--- src/rtl/reg_file_pair.sv ---
// General-purpose register file: two byte read ports, one pair read port, one write port,
// pair add-immediate / pair move with flags, and a one-register-per-cycle clear sweep.
module reg_file_pair #(
  parameter int unsigned DATA_W   = 8,
  parameter int unsigned NUM_REGS = 16,
  parameter int unsigned CONST_W  = 9
) (
  input  logic                          clk,
  input  logic                          reset,
  input  logic [DATA_W-1:0]             din,
  input  logic [$clog2(NUM_REGS)-1:0]   w_sel,
  input  logic                          write_en,
  input  logic [$clog2(NUM_REGS)-1:0]   a_sel,
  input  logic [$clog2(NUM_REGS)-1:0]   b_sel,
  input  logic                          pair_add,
  input  logic                          pair_move,
  input  logic [CONST_W-1:0]            constant,
  input  logic                          clr_start,
  output logic [DATA_W-1:0]             out_a,
  output logic [DATA_W-1:0]             out_b,
  output logic [2*DATA_W-1:0]           out_pair_b,
  output logic                          pair_carry,
  output logic                          pair_zero,
  output logic                          busy
);

  localparam int unsigned SEL_W  = $clog2(NUM_REGS);
  localparam int unsigned PAIR_W = 2 * DATA_W;

  typedef enum logic [0:0] {StIdle, StClear} state_e;

  state_e                  state_q, state_d;
  logic [SEL_W-1:0]        idx_q, idx_d;
  logic [DATA_W-1:0]       rf_q [NUM_REGS];
  logic [DATA_W-1:0]       rf_d [NUM_REGS];
  logic                    carry_q, carry_d;
  logic                    zero_q, zero_d;
  logic                    clear_en;

  // Pair addressing ignores the select LSB: low register even, high register odd.
  logic [SEL_W-1:0] a_lo, a_hi, b_lo, b_hi;
  assign a_lo = a_sel & ~SEL_W'(1);
  assign a_hi = a_sel | SEL_W'(1);
  assign b_lo = b_sel & ~SEL_W'(1);
  assign b_hi = b_sel | SEL_W'(1);

  logic [PAIR_W-1:0]        pair_a;
  logic signed [CONST_W-1:0] const_s;
  logic [PAIR_W-1:0]        const_ext;
  logic [PAIR_W:0]          sum;

  assign pair_a    = {rf_q[a_hi], rf_q[a_lo]};
  assign const_s   = constant;
  assign const_ext = PAIR_W'(const_s);
  assign sum       = {1'b0, pair_a} + {1'b0, const_ext};

  // Commands are accepted only while the sweep is idle; move takes precedence over add.
  logic do_move, do_add, do_pair, wr_hits_pair, do_write;
  assign do_move      = !clear_en && pair_move;
  assign do_add       = !clear_en && pair_add && !pair_move;
  assign do_pair      = do_move || do_add;
  assign wr_hits_pair = (w_sel | SEL_W'(1)) == a_hi;
  assign do_write     = !clear_en && write_en && !(do_pair && wr_hits_pair);

  // State register
  always_ff @(posedge clk) begin
    if (reset) begin
      state_q <= StIdle;
      idx_q   <= '0;
      carry_q <= 1'b0;
      zero_q  <= 1'b0;
      for (int i = 0; i < int'(NUM_REGS); i++) rf_q[i] <= '0;
    end else begin
      state_q <= state_d;
      idx_q   <= idx_d;
      carry_q <= carry_d;
      zero_q  <= zero_d;
      rf_q    <= rf_d;
    end
  end

  // Clear FSM next-state
  always_comb begin
    state_d = state_q;
    idx_d   = idx_q;
    unique case (state_q)
      StIdle: begin
        if (clr_start) begin
          state_d = StClear;
          idx_d   = '0;
        end
      end
      StClear: begin
        idx_d = idx_q + SEL_W'(1);
        if (idx_q == SEL_W'(NUM_REGS - 1)) state_d = StIdle;
      end
      default: state_d = StIdle;
    endcase
  end

  // Clear FSM outputs
  always_comb begin
    clear_en = 1'b0;
    unique case (state_q)
      StIdle:  clear_en = 1'b0;
      StClear: clear_en = 1'b1;
      default: clear_en = 1'b0;
    endcase
  end

  // Register file and flag next-state
  always_comb begin
    rf_d    = rf_q;
    carry_d = carry_q;
    zero_d  = zero_q;
    if (do_write) rf_d[w_sel] = din;
    if (do_move) begin
      rf_d[a_lo] = rf_q[b_lo];
      rf_d[a_hi] = rf_q[b_hi];
    end
    if (do_add) begin
      rf_d[a_lo] = sum[DATA_W-1:0];
      rf_d[a_hi] = sum[PAIR_W-1:DATA_W];
      carry_d    = sum[PAIR_W];
      zero_d     = (sum[PAIR_W-1:0] == '0);
    end
    if (clear_en) rf_d[idx_q] = '0;
  end

  assign out_a      = rf_q[a_sel];
  assign out_b      = rf_q[b_sel];
  assign out_pair_b = {rf_q[b_hi], rf_q[b_lo]};
  assign pair_carry = carry_q;
  assign pair_zero  = zero_q;
  assign busy       = clear_en;

endmodule

--- config.mk ---
export PLATFORM = sky130hd
export DESIGN_NAME = reg_file_pair
export DESIGN_NICKNAME = d
export VERILOG_FILES = /design/src/rtl/reg_file_pair.sv
export SDC_FILE = /design/constraint.sdc
export NUM_CORES = 1
export LEC_CHECK = 0
export ABC_AREA = 1
export ABC_CLOCK_PERIOD_IN_PS = 11300
export CELL_PAD_IN_SITES_DETAIL_PLACEMENT = 1
export CELL_PAD_IN_SITES_GLOBAL_PLACEMENT = 2
export CORE_MARGIN = 1
export CORE_UTILIZATION = 30
export DETAILED_ROUTE_END_ITERATION = 16
export GPL_ROUTABILITY_DRIVEN = 0
export PLACE_DENSITY_LB_ADDON = 0.2
export RECOVER_POWER = 50
export SYNTH_ARGS = -nofsm -noshare
export SYNTH_HDL_FRONTEND = slang
export SYNTH_SLANG_ARGS = --single-unit
--- constraint.sdc ---
create_clock -name clk -period 11.3 [get_ports clk]
set_input_delay 3.39 -clock clk [delete_from_list [all_inputs] [get_ports clk]]
set_output_delay 3.39 -clock clk [all_outputs]
set_load 0.03 [all_outputs]
==> summary.md <==
| Metric | Value |
|---|---|
| Worst slew pin tran | `1.26 ns` |
| CP Capture Type | `output pin` |
| Detail Placement HPWL | `63,000 um` |
| P_leak | `6.80 nW` |
| Critical path, cell by cell | `dlygate4sd3_1 -> buf_4 -> inv_1 -> nand2_1 -> clkinv_1 -> a221oi_1 -> nand3_1 -> clkdlybuf4s50_1` |
| Count of final hold-check violations | `0` |
| Layout area overhead | `13.4%` |
| Post-Syn Nets | `2,471` |
| RSZ-0062 raised after global routing | `no` |
| Met1 usage in global routing | `52.1%` |
| Number of global-route vias before repair | `18,100` |
| Via count | `18,800` |
| Dpl ws | `1.03 ns` |
| Post-Syn Instances | `2,415` |
| Final worst setup slack | `0.570 ns` |
| Syn avg cell area | `5.52 um^2` |
| Die Ht | `213 um` |
| Worst endpoint data arrival time | `7.34 ns` |
| Tot Pwr | `2.00 mW` |
| Outcome | `complete, no violations` |
| Die width | `213 um` |
| # DRC | `0` |
| Cts hold-fix bufs | `0` |
| First-pass GRT wire length | `129,000 um` |
| Power density cells | `132 nW/um^2` |
| CTS Sinks | `135` |
| Clock latency at the later pin of the worst-skew pair | `0.49 ns` |
| Hold Crit Class | `reg -> reg` |
| Met3 Track Usage GR | `9.52%` |
| Slew HR | `16.2%` |
| Final clock skew | `0.0136 ns` |
| Post-Place Cell Area | `14,500 um^2` |
| Area of the die | `45,300 um^2` |
| Initial Util | `30.7%` |
| Port Buf Inserts | `69` |
| WL per Instance | `30.2 um` |
| IO Pins | `70` |
| Synth Register Bits | `135` |
| CP max stage delay | `0.69 ns` |
| CP max stage cell | `nand2_1` |
| CTS tree | `built` |
| Buffer count from post-CTS setup fixing | `0` |
| Vias/cell | `6.25` |
| Seq/Total Area, Yosys | `20.3%` |
| Synth unique cells | `41` |
| Total GRT Usage | `40.1%` |
| GRT overflow | `0` |
| CP required | `7.91 ns` |
| Post-cts resize count | `0` |
| Critical path fanouts, max | `23` |
| Share of layout cells above drive strength 1 | `5.71%` |
| CP Launch Type | `input pin` |
| Number of synthesized flops with an enable pin | `0` |
| Initial DRC Count | `2,564` |
| Max Fclk | `93.2 MHz` |
| Top_reg_cell synth | `dfxtp_1` |
| ANT nets after route | `0` |
| Nets | `2,460` |
| WS Path Type | `in -> out` |
| Max-slew violations | `0` |
| Drt pass-1 iters | `7` |
| Clk pin slew, worst setup/hold paths | `0.06 ns` |
| H-tree depth | `4` |
| Initial antenna violation count | `5` |
| CTS Buffer Depth | `2` |
| Final period util | `95.0%` |
| FP Rows | `76` |
| CTS root buf | `clkbuf_16` |
| Busiest grt layer | `met2` |
| Final setup fails | `0` |
| GRT met2 Usage | `58.7%` |
| Maximum VDD drop | `0.0963 mV` |
| CORE AREA | `43,500 um^2` |
| Syn Std Cell Area | `13,300 um^2` |
| Final instance area | `15,100 um^2` |
| WL final | `90,600 um` |
| MaxCap Viol Count | `0` |
| Fraction of registers with async set/reset | `0%` |
| Synth warnings | `0` |
| CTS Buf Count | `17` |
| Largest net degree at the start of global routing | `84` |
| Period minus WS final | `10.73 ns` |
| Setup_tns | `0 ns` |
[routing by layer]
layer	routed length (um)	share of wire (%)
met4	6050	6.7
met1	36700	40
met5	13	0.014
met2	37600	42
met3	10300	11
[cell families after synthesis]
family	Yosys count	synth area share, %
AND/OR/NAND/NOR	1035	31.9
multiplexers	4	0.300
buffers and inverters	374	11.0
AO/OA/AOI/OAI	843	34.3
adder cells (fa/ha/maj)	21	2.03
XOR/XNOR	3	0.197
flip-flops	135	20.3
[through the flow]
stage	instances	hold WS (ns)	util, %
global placement	2970	0.458	33.4
detailed placement	2970	0.464	33.4
global route	3001	0.496	34.8
floorplan	2415	0.472	-
CTS	3001	0.477	34.8
finish	3005	0.470	34.8
[cells in the mapped netlist (8+ instances only)]
master | n | area [um^2]
nand2_1 | 661 | 2480
o21ai_0 | 361 | 1810
a21oi_1 | 345 | 1730
inv_1 | 200 | 751
nand3_1 | 191 | 956
dfxtp_1 | 135 | 2700
nor2_1 | 133 | 499
clkbuf_1 | 94 | 353
buf_2 | 46 | 230
o22ai_1 | 34 | 213
a221oi_1 | 23 | 201
inv_2 | 22 | 82.6
ha_1 | 20 | 250
nor2_2 | 18 | 113
nor3_1 | 14 | 70.1
o21ai_1 | 13 | 65.1
a22oi_1 | 12 | 90.1
o2111ai_1 | 12 | 105
o211ai_1 | 9 | 67.6
a31oi_1 | 8 | 50.1
[where the power goes]
part	switching, mW	leakage [nW]	internal (mW)	total (mW)
logic	0.593	5.41	0.212	0.805
clock network	0.265	0.284	0.352	0.617
registers	0.0561	1.11	0.519	0.575
[final timing paths]
path | slack [ns] | cells after the start | to | startpoint
max reg2reg | 7.31 | 18 | pair_zero$_SDFFE_PP0N_ | rf_q[8]$_SDFF_PP0_
min | 0.47 | 2 | pair_zero$_SDFFE_PP0N_ | pair_zero$_SDFFE_PP0N_
max | 0.57 | 8 | out_a[6] | a_sel[1]
min reg2reg | 0.47 | 2 | pair_zero$_SDFFE_PP0N_ | pair_zero$_SDFFE_PP0N_
[layout make-up]
cell class / count / area [um^2]
Sequential cell: 135 / 2700
Clock buffer: 24 / 502
Tap cell: 585 / 732
Multi-Input combinational cell: 1906 / 9200
Timing Repair Buffer: 116 / 1020
Fill cell: 5897 / 28300
Antenna cell: 4 / 10.0
Clock inverter: 7 / 92.6
Inverter: 228 / 858
[registers in the layout, indices dropped and copies added, names as in the netlist]
register	count
pair_zero	1
pair_carry	1
rf_q	128
idx_q	4
state_q	1
[layout by cell type (no fill, tap or decap), types with 5 or more instances in the layout]
cell             netlist  routed
a211oi_1               6       6
a21oi_1              345     340
a21oi_2                0       5
a221oi_1              23      23
a22oi_1               12      12
a31oi_1                8       8
buf_4                  0      46
clkbuf_16              0      17
clkbuf_8               0       5
clkdlybuf4s50_1        0      61
clkinv_1               6       6
dfxtp_1              135     135
dlygate4sd3_1          0       5
ha_1                  20      20
inv_1                200     201
inv_2                 22      20
nand2_1              661     660
nand3_1              191     191
nand3b_1               5       5
nand4_1                6       6
nor2_1               133     132
nor2_2                18      19
nor3_1                14      14
o2111ai_1             12      11
o211ai_1               9       9
o21ai_0              361     361
o21ai_1               13      13
o21ai_2                6       6
o221ai_1               5       5
o22ai_1               34      34
[critical path, delay by kind of cell]
family	cells	cell delay (ns)
buffers and inverters	5	2.58
AND/OR/NAND/NOR	2	0.96
AO/OA/AOI/OAI	1	0.38
Power figures use the tool's default switching activity.
